<file path="config.mk">
export PLATFORM = sky130hd
export DESIGN_NAME = stage3_hazard_ctrl_flat
export DESIGN_NICKNAME = d
export VERILOG_FILES = /design/src/rtl/stage3_hazard_ctrl_if.sv /design/src/rtl/stage3_hazard_ctrl.sv /design/src/flat_wrapper.sv
export SDC_FILE = /design/constraint.sdc
export NUM_CORES = 1
export LEC_CHECK = 0
export CORE_MARGIN = 2
export CORE_UTILIZATION = 30
export DETAILED_ROUTE_END_ITERATION = 6
export DONT_BUFFER_PORTS = 1
export GPL_ROUTABILITY_DRIVEN = 0
export HOLD_SLACK_MARGIN = 0.05
export PLACE_DENSITY = 0.4
export SYNTH_ARGS = -nofsm -noshare
export SYNTH_HDL_FRONTEND = slang
export SYNTH_SLANG_ARGS = --single-unit
</file>
<file path="constraint.sdc">
create_clock -name CLK -period 2.7 [get_ports CLK]
set_input_delay 0.675 -clock CLK [delete_from_list [all_inputs] [get_ports CLK]]
set_output_delay 0.675 -clock CLK [all_outputs]
set_load 0.05 [all_outputs]
</file>
<file path="src/rtl/stage3_hazard_ctrl_if.sv">
// rtl/stage3_hazard_ctrl_if.sv - status/control bundle between pipeline stages and hazard unit
interface stage3_hazard_unit_if #(
  parameter int WORD_W    = 32,
  parameter int REGADDR_W = 5
);
  // status from fetch / execute / mem
  logic [REGADDR_W-1:0] rs1_e;
  logic [REGADDR_W-1:0] rs2_e;
  logic [REGADDR_W-1:0] rd_m;
  logic                 reg_write;
  logic                 csr_read;
  logic                 valid_e;
  logic                 valid_m;
  logic                 i_mem_busy;
  logic                 d_mem_busy;
  logic                 mispredict;
  logic                 fence_stall;
  logic                 halt;
  logic                 ret;
  logic [8:0]           exc_m;
  logic [WORD_W-1:0]    tvec;
  logic [WORD_W-1:0]    epc;

  // controls back to the pipeline
  logic                 pc_en;
  logic                 npc_sel;
  logic                 if_ex_stall;
  logic                 ex_mem_stall;
  logic                 if_ex_flush;
  logic                 ex_mem_flush;
  logic                 iren;
  logic                 suppress_iren;
  logic                 suppress_data;
  logic [WORD_W-1:0]    priv_pc;
  logic                 insert_priv_pc;
  logic                 trap_taken;
  logic                 halted;

  modport master (
    output rs1_e, rs2_e, rd_m, reg_write, csr_read, valid_e, valid_m,
           i_mem_busy, d_mem_busy, mispredict, fence_stall, halt, ret,
           exc_m, tvec, epc,
    input  pc_en, npc_sel, if_ex_stall, ex_mem_stall, if_ex_flush, ex_mem_flush,
           iren, suppress_iren, suppress_data, priv_pc, insert_priv_pc,
           trap_taken, halted
  );

  modport slave (
    input  rs1_e, rs2_e, rd_m, reg_write, csr_read, valid_e, valid_m,
           i_mem_busy, d_mem_busy, mispredict, fence_stall, halt, ret,
           exc_m, tvec, epc,
    output pc_en, npc_sel, if_ex_stall, ex_mem_stall, if_ex_flush, ex_mem_flush,
           iren, suppress_iren, suppress_data, priv_pc, insert_priv_pc,
           trap_taken, halted
  );
endinterface

</file>
<file path="src/rtl/stage3_hazard_ctrl.sv">
// rtl/stage3_hazard_ctrl.sv - stall/flush/redirect controller with trap drain FSM and halt park
module stage3_hazard_ctrl #(
  parameter int WORD_W    = 32,
  parameter int REGADDR_W = 5
) (
  input  logic                CLK,
  input  logic                nRST,
  stage3_hazard_unit_if.slave hu
);

  typedef enum logic [1:0] {RUN, DRAIN, TRAP, HALT} state_t;

  state_t            state, state_n;
  logic              stale, stale_n;
  logic [WORD_W-1:0] tgt, tgt_n;
  logic              tgt_exc, tgt_exc_n;

  logic exc_any;
  logic trap_req;
  logic csr_hz;
  logic redirect;
  logic stale_fall;

  assign exc_any    = |hu.exc_m;
  assign trap_req   = (exc_any | hu.ret) & hu.valid_m;
  assign csr_hz     = hu.valid_e & hu.valid_m & hu.csr_read & hu.reg_write &
                      (hu.rd_m != '0) & ((hu.rd_m == hu.rs1_e) | (hu.rd_m == hu.rs2_e));
  // the outstanding fetch belongs to the old path; drop it as it returns
  assign stale_fall = stale & ~hu.i_mem_busy;

  // state, stale-fetch flag and captured redirect target
  always_ff @(posedge CLK or negedge nRST) begin
    if (!nRST) begin
      state   <= RUN;
      stale   <= 1'b0;
      tgt     <= '0;
      tgt_exc <= 1'b0;
    end else begin
      state   <= state_n;
      stale   <= stale_n;
      tgt     <= tgt_n;
      tgt_exc <= tgt_exc_n;
    end
  end

  // next state and all pipeline controls
  always_comb begin
    state_n           = state;
    tgt_n             = tgt;
    tgt_exc_n         = tgt_exc;
    redirect          = 1'b0;
    hu.pc_en          = 1'b0;
    hu.npc_sel        = 1'b0;
    hu.if_ex_stall    = 1'b0;
    hu.ex_mem_stall   = 1'b0;
    hu.if_ex_flush    = 1'b0;
    hu.ex_mem_flush   = 1'b0;
    hu.iren           = 1'b1;
    hu.suppress_iren  = 1'b0;
    hu.suppress_data  = 1'b0;
    hu.priv_pc        = tgt;
    hu.insert_priv_pc = 1'b0;
    hu.trap_taken     = 1'b0;
    hu.halted         = 1'b0;

    case (state)
      RUN: begin
        hu.pc_en = 1'b1;
        if (hu.halt && hu.valid_m) begin
          hu.pc_en        = 1'b0;
          hu.if_ex_flush  = 1'b1;
          hu.ex_mem_flush = 1'b1;
          state_n         = HALT;
        end else if (trap_req) begin
          // exceptions outrank a simultaneous xRET
          tgt_n            = exc_any ? hu.tvec : hu.epc;
          tgt_exc_n        = exc_any;
          hu.pc_en         = 1'b0;
          hu.if_ex_stall   = 1'b1;
          hu.ex_mem_stall  = 1'b1;
          hu.suppress_data = 1'b1;
          state_n          = (hu.i_mem_busy || hu.d_mem_busy) ? DRAIN : TRAP;
        end else if (hu.mispredict && hu.valid_m) begin
          hu.npc_sel      = 1'b1;
          hu.if_ex_flush  = 1'b1;
          hu.ex_mem_flush = 1'b1;
          redirect        = 1'b1;
        end else if (hu.fence_stall || hu.d_mem_busy) begin
          hu.pc_en        = 1'b0;
          hu.if_ex_stall  = 1'b1;
          hu.ex_mem_stall = 1'b1;
        end else if (csr_hz) begin
          hu.pc_en        = 1'b0;
          hu.if_ex_stall  = 1'b1;
          hu.ex_mem_flush = 1'b1;
        end else if (hu.i_mem_busy) begin
          hu.pc_en       = 1'b0;
          hu.if_ex_stall = 1'b1;
        end
      end
      DRAIN: begin
        hu.if_ex_stall   = 1'b1;
        hu.ex_mem_stall  = 1'b1;
        hu.suppress_data = 1'b1;
        hu.suppress_iren = 1'b1;
        if (!hu.i_mem_busy && !hu.d_mem_busy) begin
          state_n = TRAP;
        end
      end
      TRAP: begin
        hu.insert_priv_pc = 1'b1;
        hu.pc_en          = 1'b1;
        hu.if_ex_flush    = 1'b1;
        hu.ex_mem_flush   = 1'b1;
        hu.trap_taken     = tgt_exc;
        redirect          = 1'b1;
        state_n           = RUN;
      end
      default: begin
        hu.halted       = 1'b1;
        hu.iren         = 1'b0;
        hu.if_ex_flush  = 1'b1;
        hu.ex_mem_flush = 1'b1;
      end
    endcase

    if (stale_fall) begin
      hu.if_ex_flush = 1'b1;
    end
  end

  // a redirect with a fetch in flight marks that fetch as stale; only one can be outstanding
  always_comb begin
    stale_n = stale;
    if (redirect && hu.i_mem_busy) begin
      stale_n = 1'b1;
    end else if (stale_fall) begin
      stale_n = 1'b0;
    end
  end

endmodule

</file>
<file path="src/flat_wrapper.sv">
// flat-port wrapper written by rule: the top's interface ports become plain ports
module stage3_hazard_ctrl_flat 
#(
  parameter int WORD_W    = 32,
  parameter int REGADDR_W = 5
)
  (CLK, nRST, hu_rs1_e, hu_rs2_e, hu_rd_m, hu_reg_write, hu_csr_read, hu_valid_e, hu_valid_m, hu_i_mem_busy, hu_d_mem_busy, hu_mispredict, hu_fence_stall, hu_halt, hu_ret, hu_exc_m, hu_tvec, hu_epc, hu_pc_en, hu_npc_sel, hu_if_ex_stall, hu_ex_mem_stall, hu_if_ex_flush, hu_ex_mem_flush, hu_iren, hu_suppress_iren, hu_suppress_data, hu_priv_pc, hu_insert_priv_pc, hu_trap_taken, hu_halted);
  stage3_hazard_unit_if #(.WORD_W(WORD_W), .REGADDR_W(REGADDR_W)) hu_i ();
  input  logic CLK;
  input  logic nRST;
  input wire logic [$bits(hu_i.rs1_e)-1:0] hu_rs1_e;
  input wire logic [$bits(hu_i.rs2_e)-1:0] hu_rs2_e;
  input wire logic [$bits(hu_i.rd_m)-1:0] hu_rd_m;
  input wire logic [$bits(hu_i.reg_write)-1:0] hu_reg_write;
  input wire logic [$bits(hu_i.csr_read)-1:0] hu_csr_read;
  input wire logic [$bits(hu_i.valid_e)-1:0] hu_valid_e;
  input wire logic [$bits(hu_i.valid_m)-1:0] hu_valid_m;
  input wire logic [$bits(hu_i.i_mem_busy)-1:0] hu_i_mem_busy;
  input wire logic [$bits(hu_i.d_mem_busy)-1:0] hu_d_mem_busy;
  input wire logic [$bits(hu_i.mispredict)-1:0] hu_mispredict;
  input wire logic [$bits(hu_i.fence_stall)-1:0] hu_fence_stall;
  input wire logic [$bits(hu_i.halt)-1:0] hu_halt;
  input wire logic [$bits(hu_i.ret)-1:0] hu_ret;
  input wire logic [$bits(hu_i.exc_m)-1:0] hu_exc_m;
  input wire logic [$bits(hu_i.tvec)-1:0] hu_tvec;
  input wire logic [$bits(hu_i.epc)-1:0] hu_epc;
  output wire logic [$bits(hu_i.pc_en)-1:0] hu_pc_en;
  output wire logic [$bits(hu_i.npc_sel)-1:0] hu_npc_sel;
  output wire logic [$bits(hu_i.if_ex_stall)-1:0] hu_if_ex_stall;
  output wire logic [$bits(hu_i.ex_mem_stall)-1:0] hu_ex_mem_stall;
  output wire logic [$bits(hu_i.if_ex_flush)-1:0] hu_if_ex_flush;
  output wire logic [$bits(hu_i.ex_mem_flush)-1:0] hu_ex_mem_flush;
  output wire logic [$bits(hu_i.iren)-1:0] hu_iren;
  output wire logic [$bits(hu_i.suppress_iren)-1:0] hu_suppress_iren;
  output wire logic [$bits(hu_i.suppress_data)-1:0] hu_suppress_data;
  output wire logic [$bits(hu_i.priv_pc)-1:0] hu_priv_pc;
  output wire logic [$bits(hu_i.insert_priv_pc)-1:0] hu_insert_priv_pc;
  output wire logic [$bits(hu_i.trap_taken)-1:0] hu_trap_taken;
  output wire logic [$bits(hu_i.halted)-1:0] hu_halted;
  assign hu_i.rs1_e = hu_rs1_e;
  assign hu_i.rs2_e = hu_rs2_e;
  assign hu_i.rd_m = hu_rd_m;
  assign hu_i.reg_write = hu_reg_write;
  assign hu_i.csr_read = hu_csr_read;
  assign hu_i.valid_e = hu_valid_e;
  assign hu_i.valid_m = hu_valid_m;
  assign hu_i.i_mem_busy = hu_i_mem_busy;
  assign hu_i.d_mem_busy = hu_d_mem_busy;
  assign hu_i.mispredict = hu_mispredict;
  assign hu_i.fence_stall = hu_fence_stall;
  assign hu_i.halt = hu_halt;
  assign hu_i.ret = hu_ret;
  assign hu_i.exc_m = hu_exc_m;
  assign hu_i.tvec = hu_tvec;
  assign hu_i.epc = hu_epc;
  assign hu_pc_en = hu_i.pc_en;
  assign hu_npc_sel = hu_i.npc_sel;
  assign hu_if_ex_stall = hu_i.if_ex_stall;
  assign hu_ex_mem_stall = hu_i.ex_mem_stall;
  assign hu_if_ex_flush = hu_i.if_ex_flush;
  assign hu_ex_mem_flush = hu_i.ex_mem_flush;
  assign hu_iren = hu_i.iren;
  assign hu_suppress_iren = hu_i.suppress_iren;
  assign hu_suppress_data = hu_i.suppress_data;
  assign hu_priv_pc = hu_i.priv_pc;
  assign hu_insert_priv_pc = hu_i.insert_priv_pc;
  assign hu_trap_taken = hu_i.trap_taken;
  assign hu_halted = hu_i.halted;
  stage3_hazard_ctrl #(.WORD_W(WORD_W), .REGADDR_W(REGADDR_W)) u_core (.CLK(CLK), .nRST(nRST), .hu(hu_i));
endmodule
</file>
* Word level (Yosys, flattened, before mapping)
Cells that the tools add are included.
** Operators by class
- Add/sub/neg operators :: 0
- Bitwise operators :: 11
- Shift-type cells :: 0
- Reductions and logical operators :: 16
- Equality and inequality tests :: 6
- Order comparisons :: 0
- Div/mod/pow operators :: 0
- Mux-type cells :: 49
- Multiply operators :: 0
** Operator list (count)
- 1-bit two-way mux :: 36
- 32-bit two-way mux :: 1
- 1-bit one-hot mux with 2 select lines :: 7
- 5-bit == test :: 2
- 9-bit OR reduction :: 1
- 2-bit two-way mux :: 4
- 1-bit AND :: 7
- 2-bit one-hot mux with 3 select lines :: 1
- 3-bit AND reduction :: 2
- 5-bit nonzero test :: 1
- 1-bit logical AND :: 4
- 3-bit by 1-bit != test with 1-bit output, second input constant :: 1
- 3-bit nonzero test :: 1
- 3-bit OR reduction :: 1
- 2-bit by 1-bit == test with 1-bit output, second input constant :: 1
- 2-bit == test, second input constant :: 1
- 1-bit zero test :: 2
- 2-bit zero test :: 1
- 1-bit logical OR :: 2
- 2-bit by 1-bit != test with 1-bit output, second input constant :: 1
- 1-bit NOT :: 2
- 1-bit OR :: 2
- 2-bit nonzero test :: 1
** Word-level totals
- Bits in registers :: 36
- Input port bits :: 100
- Memory bits (read-only) :: 0
- Memories :: 0
- Bits in latches :: 0
- Memory bits (writable) :: 0
- Logic and storage cells :: 86

* Depth between registers and ports, before layout
Gate-level depths: netlist of run 1.
- Word-level depth :: 11
- Mapped depth :: 8
- Depth with buffers taken out :: 6

* Least setup slack after synthesis of run 1
Ideal clock, no wire load.
- Path type :: input port to output port
- Start point :: input port hu_exc_m[1]
- End point :: output port hu_npc_sel
- Path slack :: -0.490 ns
- Required time :: 2.025 ns
- Stages :: 4
- Arrival :: 2.515 ns
- Cell sequence :: nor4_4 > nand3_4 > buf_6 > nor3_1
** Between the ends
- Word-level cells in the longest chain between the ends :: 6
** Ends and longest elaborated chain
- start: declaration :: line flat_wrapper.sv:24 : input wire logic [$bits(hu_i.exc_m)-1:0] hu_exc_m;
- 9-bit OR reduction :: line stage3_hazard_ctrl.sv:24 : assign exc_any = |hu.exc_m;
- 1-bit OR :: line stage3_hazard_ctrl.sv:25 : assign trap_req = (exc_any | hu.ret) & hu.valid_m;
- 1-bit AND :: line stage3_hazard_ctrl.sv:25
- 1-bit two-way mux :: line stage3_hazard_ctrl.sv:74 : end else if (trap_req) begin
- 1-bit two-way mux :: line stage3_hazard_ctrl.sv:69 : if (hu.halt && hu.valid_m) begin
- 1-bit two-way mux :: line stage3_hazard_ctrl.sv:66 : case (state)
- end: declaration :: line flat_wrapper.sv:28 : output wire logic [$bits(hu_i.npc_sel)-1:0] hu_npc_sel;
No other way between the ends.

* Final worst setup path of run 1
- Start point :: register u_core.state[0]
- End point :: output port hu_pc_en
** Between the ends
- Word-level cells in the longest chain between the ends :: 2
** Ends and longest elaborated chain
- start: declaration :: line stage3_hazard_ctrl.sv:13 : state_t state, state_n;
- start signal: assignment :: line stage3_hazard_ctrl.sv:39 : state <= state_n;
- 2-bit == test / 2-bit zero test (equally long branches) :: line stage3_hazard_ctrl.sv:66
- 1-bit one-hot mux with 2 select lines * :: line stage3_hazard_ctrl.sv:66
- end: declaration :: line flat_wrapper.sv:27 : output wire logic [$bits(hu_i.pc_en)-1:0] hu_pc_en;
Mark *: on every way between the ends. The rest lies on a longest branch, timed or not.

==> run_results.csv, run 1 <==
group,metric,value,unit
run_status,status,"finished, final reports clean",
die,start_util,30.7,%
synth,syn_nets,284,
global_routing,antenna_found_initial,0,
global_routing,grt_max_degree,37,
routing,vias_per_cell,5.01,
clocking,ctsRootBufferMaster,"clkbuf_8",
die,num_rows,32,
synth,synth_edf_count,0,
clocking,clkTransAtPathRegs,0.08,ns
timing,worst_pin_slew,0.606,ns
routing,first_pass_iters,4,
finish,antenna_cells,0,
clocking,cts_sinks,36,
clocking,numCtsBuffers,5,
routing,wl,5.15,mm
synth,yosysTopAreaCell,"dfrtp_1",
die,core_area,0.00769,mm^2
critical_path,end_kind,"output pin",
routing,topRoutingLayerUsed,"met4",
synth,synthCells,180,
timing,finalSetupViolCount,0,
synth,seq_area_frac_synth,38.2,%
clocking,postCtsSetupRepairBufs,0,
timing,final.setup.worst_slack,0.0908,ns
placed_design,io_buffers,0,
timing,finalHoldViolations,0,
finish,post-route-util,34.1,%
critical_path,cp-start-kind,"register",
synth,yosys_warnings,0,
routing,drc,0,
finish,area_growth,11.0,%
power,p_leak,1.10,nW
critical_path,crit_path_cell_trace,"inv_1 -> ha_2 -> inv_2 -> or3_4 -> o22ai_1 -> o221a_2 -> buf_12",
synth,synthTopCellsByArea,"dfrtp_1 38%, mux2_4 18%, mux2_2 18%",
flow_run,drv_cap,0,
die,dieArea,0.00860,mm^2
timing,rsz0062_at_grt,"no",
timing,finalCriticalPeriod,2.61,ns
global_routing,grt.overflow.total,0,
routing,met3_length,440,um
global_routing,grtUsageTotal,11.8,%
power,peakVddDrop,0.592,mV
timing,clock.fmax,0.383,GHz
synth,synth_cell_types,36,
timing,period_share,96.6,%
clocking,cts_buffer_depth,2,
hold_path,hp-class,"primary input to asynchronous set/reset pin",
global_routing,grt_pass1_vias,1587,
synth,synthFlopType,"dfrtp_1",
synth,netlist_area,0.00236,mm^2
finish,num-fill-cells,772,
synth,avgSynthCellArea,13.1,um^2
timing,drv_slew,0,
timing,slew_headroom,59.6,%
critical_path,cp_max_fo,5,
routing,dr.first_iter.drc_count,21,
clocking,clk_latency,0.28,ns
routing,final_antenna_net_count,0,
finish,finalNetCount,295,
placed_design,hpwl,3.93,mm
die,fp.dieH,92.7,um
power,p_per_area,1370,mW/mm^2
critical_path,crit_type,"register to output pin",
synth,yosys.area.top_type_share,38.2,%
routing,via_count,1472,
critical_path,r2r_cells,7,
synth,synthArstFlopShare,100,%
clocking,cts_htree_levels,2,
timing,skew,0.00326,ns
placed_design,post-place-ws,0.117,ns
critical_path,slowest_delay,0.42,ns
critical_path,cp.required,2.03,ns
finish,final_layout_size_suffix_gt1_share,51.6,%
routing,wl_per_cell,17.5,um
synth,synth_seq_cells,36,
routing,wl_met1,2.02,mm
critical_path,worst_ep_arrival_time,1.93,ns
die,ios,144,
clocking,tritoncts,"done",
global_routing,grt_pass1_wl,7.98,mm
routing,dr_wl_met2,2.61,mm
critical_path,slowest_stage,"dfrtp_1",
die,fp.dieW,92.7,um
==> state kept, by name, summed over array words and instances (netlist names) <==
name and count:
u_core.hu.priv_pc 32, u_core.state 2, u_core.stale 1, u_core.tgt_exc 1
==> cells in the mapped netlist, drive strengths merged, types with 2 or more instances <==
| library cell | n |
|---|---|
| dfrtp | 36 |
| mux2 | 67 |
| ha | 4 |
| nor3 | 6 |
| or3 | 2 |
| nand2 | 7 |
| xor2 | 10 |
| buf | 8 |
| inv | 5 |
| o21ai | 4 |
| a21oi | 4 |
| and2 | 2 |
| nor2 | 6 |
==> critical path: cells and delay by family (launching register included) <==
| family | cells | cell delay (ns) |
|---|---|---|
| compound gates | 2 | 0.39 |
| fa+ha+maj | 1 | 0.19 |
| buf+inv | 3 | 0.30 |
| flops | 1 | 0.42 |
| simple gates | 1 | 0.34 |
==> where the power goes <==
part | total (mW) | switching, mW | internal, mW
combinational | 1.31 | 0.664 | 0.643
sequential | 1.87 | 1.08 | 0.789
clock | 0.404 | 0.197 | 0.208
==> layout by cell type (no fill, tap or decap), types with 6 or more instances in the layout <==
master	n
mux2_2	38
dfrtp_1	36
mux2_4	29
xor2_1	10
buf_4	9
nand2_1	7
nor2_1	6
clkbuf_8	6
==> worst paths after layout <==
kind	slack (ns)	end	start
min in group CLK	0.51	u_core.stale	hu_i_mem_busy
min	0.08	u_core.hu.priv_pc[18]	nRST
min reg2reg	0.52	u_core.stale	u_core.stale
max in group asynchronous	1.52	u_core.hu.priv_pc[20]	nRST
max reg2reg	0.37	u_core.hu.priv_pc[22]	u_core.state[0]
max	0.09	hu_pc_en	u_core.state[0]
==> metrics by stage <==
| stage | cell area [um^2] | cells | setup TNS [ns] | power (mW) | hold WS [ns] |
|---|---|---|---|---|---|
| 3_5_place_dp | 2500 | 285 | 0 | 3.19 | 0.380 |
| 2_1_floorplan | 2380 | 180 | -0.152 | 2.90 | 0.379 |
| 4_1_cts | 2600 | 293 | 0 | 3.62 | 0.0574 |
| 6_report | 2620 | 294 | 0 | 3.58 | 0.0785 |
| 3_3_place_gp | 2500 | 285 | 0 | 3.16 | 0.380 |
| 5_1_grt | 2620 | 294 | 0 | 3.74 | 0.0529 |
==> routing by layer <==
metal | vias to the layer above | GRT usage (%)
met4 | 0 | 4.41
li1 | 668 | -
met5 | - | 0
met2 | 96 | 20.3
met3 | 6 | 3.91
met1 | 702 | 13.5
==> logic make-up after synthesis <==
kind of cell | Yosys count | share of synthesized area (%)
fa+ha+maj | 4 | 2.12
mux | 67 | 36.6
xor+xnor | 10 | 3.71
simple gates | 32 | 8.59
flops | 36 | 38.2
buf+inv | 13 | 5.46
compound gates | 18 | 5.41
==> cell type report <==
class                           instances  area (um^2)  area share, %
Clock buffer                            7         86.3           3.29
Clock inverter                          1         7.51          0.286
Inverter                                5         18.8          0.716
Multi-Input combinational cell        131         1360           52.0
Sequential cell                        36          901           34.4
Tap cell                              102          128           4.87
Timing Repair Buffer                   12          118           4.49
==> what timing repair did <==
item                                   4_1_cts  5_1_grt
endpoints found under the hold margin        0       11
pin swaps                                    0        1
hold buffers                                 0        1
resized for setup                            1        3
setup endpoints to repair                    1        2
Note: power is estimated with default switching activity, not from simulation.
==> run 2: changes to the inputs <==
--- a/config.mk
+++ b/config.mk
@@ -10,8 +10,10 @@
 export DETAILED_ROUTE_END_ITERATION = 6
 export DONT_BUFFER_PORTS = 1
 export GPL_ROUTABILITY_DRIVEN = 0
+export GPL_TIMING_DRIVEN = 0
 export HOLD_SLACK_MARGIN = 0.05
 export PLACE_DENSITY = 0.4
+export SLEW_MARGIN = 10
 export SYNTH_ARGS = -nofsm -noshare
 export SYNTH_HDL_FRONTEND = slang
 export SYNTH_SLANG_ARGS = --single-unit
==> run 2 against run 1 <==
Compared with the run above:
- first-iteration DRC count is 81% higher
- hold slack better by 0.0065 ns
- core utilization is 0.88 points higher
- combinational power hardly changed
- sequential share of layout area is 0.86 points lower
- critical path depth is 2 lower
- final cell count stayed put
- critical endpoint is now hu_ex_mem_flush
- the flow now finishes with violations (negative setup slack)
- clock-buffer cell count is 1 lower
- cell area is 2.6% higher
- clock power is 12% lower
- clock skew is 0.0014 ns higher
==> run_results.csv, run 2 (same netlist as run 1, synthesis figures left out) <==
group,metric,value,unit
timing,final.setup.worst_slack,-0.0422,ns
timing,timing.hold.ws,0.0850,ns
die,core_area,0.00769,mm^2
placed_design,hpwl,3.99,mm
placed_design,io_buffers,0,
clocking,ctsRootBufferMaster,"clkbuf_8",
timing,finalSetupViolCount,1,
critical_path,reg2reg_to,"u_core.hu.priv_pc[10]",
global_routing,grt.overflow.total,0,
timing,clock.fmax,0.365,GHz
finish,final_common_cell,"mux2_2",
timing,rsz0062_at_grt,"yes",
die,fp.dieW,92.7,um
die,ios,144,
critical_path,crit_type,"primary input to output pin",
timing,slew_headroom,58.1,%
critical_path,cp_max_fo,16,
finish,antenna_cells,0,
power,peakVddDrop,0.447,mV
global_routing,antenna_found_initial,0,
power,p_per_area,1300,mW/mm^2
critical_path,r2r_slack,0.73,ns
clocking,clk_latency,0.28,ns
flow_run,drv_cap,0,
critical_path,r2r_cells,8,
global_routing,grt_pass1_wl,8.01,mm
run_status,violations,"negative setup slack",
critical_path,slowest_delay,0.60,ns
finish,largest_reg_flops,32,
die,fp.dieH,92.7,um
routing,wl,5.19,mm
critical_path,slowest_stage,"o31ai_4",
critical_path,end_kind,"output pin",
timing,finalHoldViolations,0,
critical_path,crit_path_cell_trace,"nor4_4 -> nand4b_2 -> and2_4 -> buf_12 -> o31ai_4",
timing,period_share,102,%
routing,first_pass_iters,4,
placed_design,placedCellCount,282,
global_routing,grtUsageTotal,11.9,%
finish,num-fill-cells,784,
finish,finalNetCount,296,
routing,via_count,1499,
routing,vias_per_cell,5.10,
clocking,clkTransAtPathRegs,0.07,ns
finish,area_growth,13.9,%
finish,mostFrequentLayoutCells,"38 x mux2_2, 36 x dfrtp_1, 29 x mux2_4",
routing,wl_per_cell,17.7,um
timing,drv_slew,0,
clocking,cts_htree_levels,2,
finish,stdcell_count,294,
finish,post-route-util,35.0,%
power,p_leak,1.14,nW
critical_path,cp-start-kind,"primary input",
critical_path,worst_ep_arrival_time,2.07,ns
critical_path,cp.buffers_inverters,1,
clocking,hold_buffers,0,
timing,worst_pin_slew,0.630,ns
run_status,status,"finished, violations left",
die,start_util,30.7,%
routing,final_antenna_net_count,0,
critical_path,path_delay_family,"simple AND/OR/NAND/NOR gates",
global_routing,grt_max_degree,37,
finish,final_layout_size_suffix_gt1_share,54.2,%
clocking,cts_buffer_depth,2,
die,num_rows,32,
hold_path,hp-class,"primary input to asynchronous set/reset pin",
timing,skew,0.00470,ns
critical_path,cp.required,2.03,ns
clocking,tritoncts,"done",
clocking,cts_sinks,36,
global_routing,grt_pass1_vias,1535,
critical_path,reg2reg_from,"u_core.state[1]",
die,dieArea,0.00860,mm^2
routing,drc,0,
routing,dr.first_iter.drc_count,38,
timing,finalCriticalPeriod,2.74,ns
clocking,numCtsBuffers,5,
timing,setup_tns,-0.0422,ns
==> run 2: worst reg2reg max path, cell delays in order, from the launching register on <==
cell and delay (ns):
dfrtp_1 0.38, inv_1 0.11, ha_2 0.21, inv_2 0.08
nor3b_4 0.24, and2_4 0.20, buf_12 0.18, buf_12 0.17
mux2_4 0.30
==> run 2: cell type report <==
class	count	area, um^2	area share, %
Multi-Input combinational cell	131	1420	52.7
Sequential cell	36	901	33.5
Tap cell	102	128	4.75
Buffer	7	103	3.82
Clock buffer	6	72.6	2.70
Timing Repair Buffer	6	45.0	1.68
Inverter	5	18.8	0.698
Clock inverter	1	5.00	0.186
==> run 2: per-stage QoR <==
| step | total power [mW] | area, um^2 | setup slack, ns |
|---|---|---|---|
| after global routing | 3.66 | 2690 | -0.124 |
| after global placement | 3.06 | 2510 | -0.234 |
| final | 3.50 | 2690 | -0.0422 |
| after detailed placement | 3.09 | 2510 | -0.253 |
| after floorplan | 2.90 | 2380 | -0.104 |
| after CTS | 3.52 | 2660 | -0.0432 |
==> run 2: layer usage <==
metal	global-route usage, %	part of all wire (%)
met1	15.1	40
met2	19.8	51
met3	3.17	7.8
met4	4.04	1.4
met5	0	0
==> run 2: worst max-delay path by stage <==
stage | startpoint | end | depth (start not counted)
final | hu_exc_m[2] | hu_ex_mem_flush | 5
after global routing | u_core.state[0] | hu_ex_mem_flush | 6
after CTS | hu_exc_m[2] | hu_ex_mem_flush | 5
after detailed placement | hu_exc_m[1] | hu_npc_sel | 4
after global placement | hu_exc_m[1] | hu_npc_sel | 4
after floorplan | hu_exc_m[1] | hu_ex_mem_flush | 6
==> run 2: where the power goes <==
part           leakage (nW)  internal [mW]  switching (mW)
logic                 0.668          0.604           0.685
clock network        0.0410          0.175           0.180
registers             0.427          0.789            1.07
total                  1.14           1.57            1.93
==> run 2: what timing repair did <==
action                     in CTS  in global routing
setup endpoints to repair       6                  5
pin swaps                       4                  1
gates resized for setup        11                  6
setup buffers                   6                  0
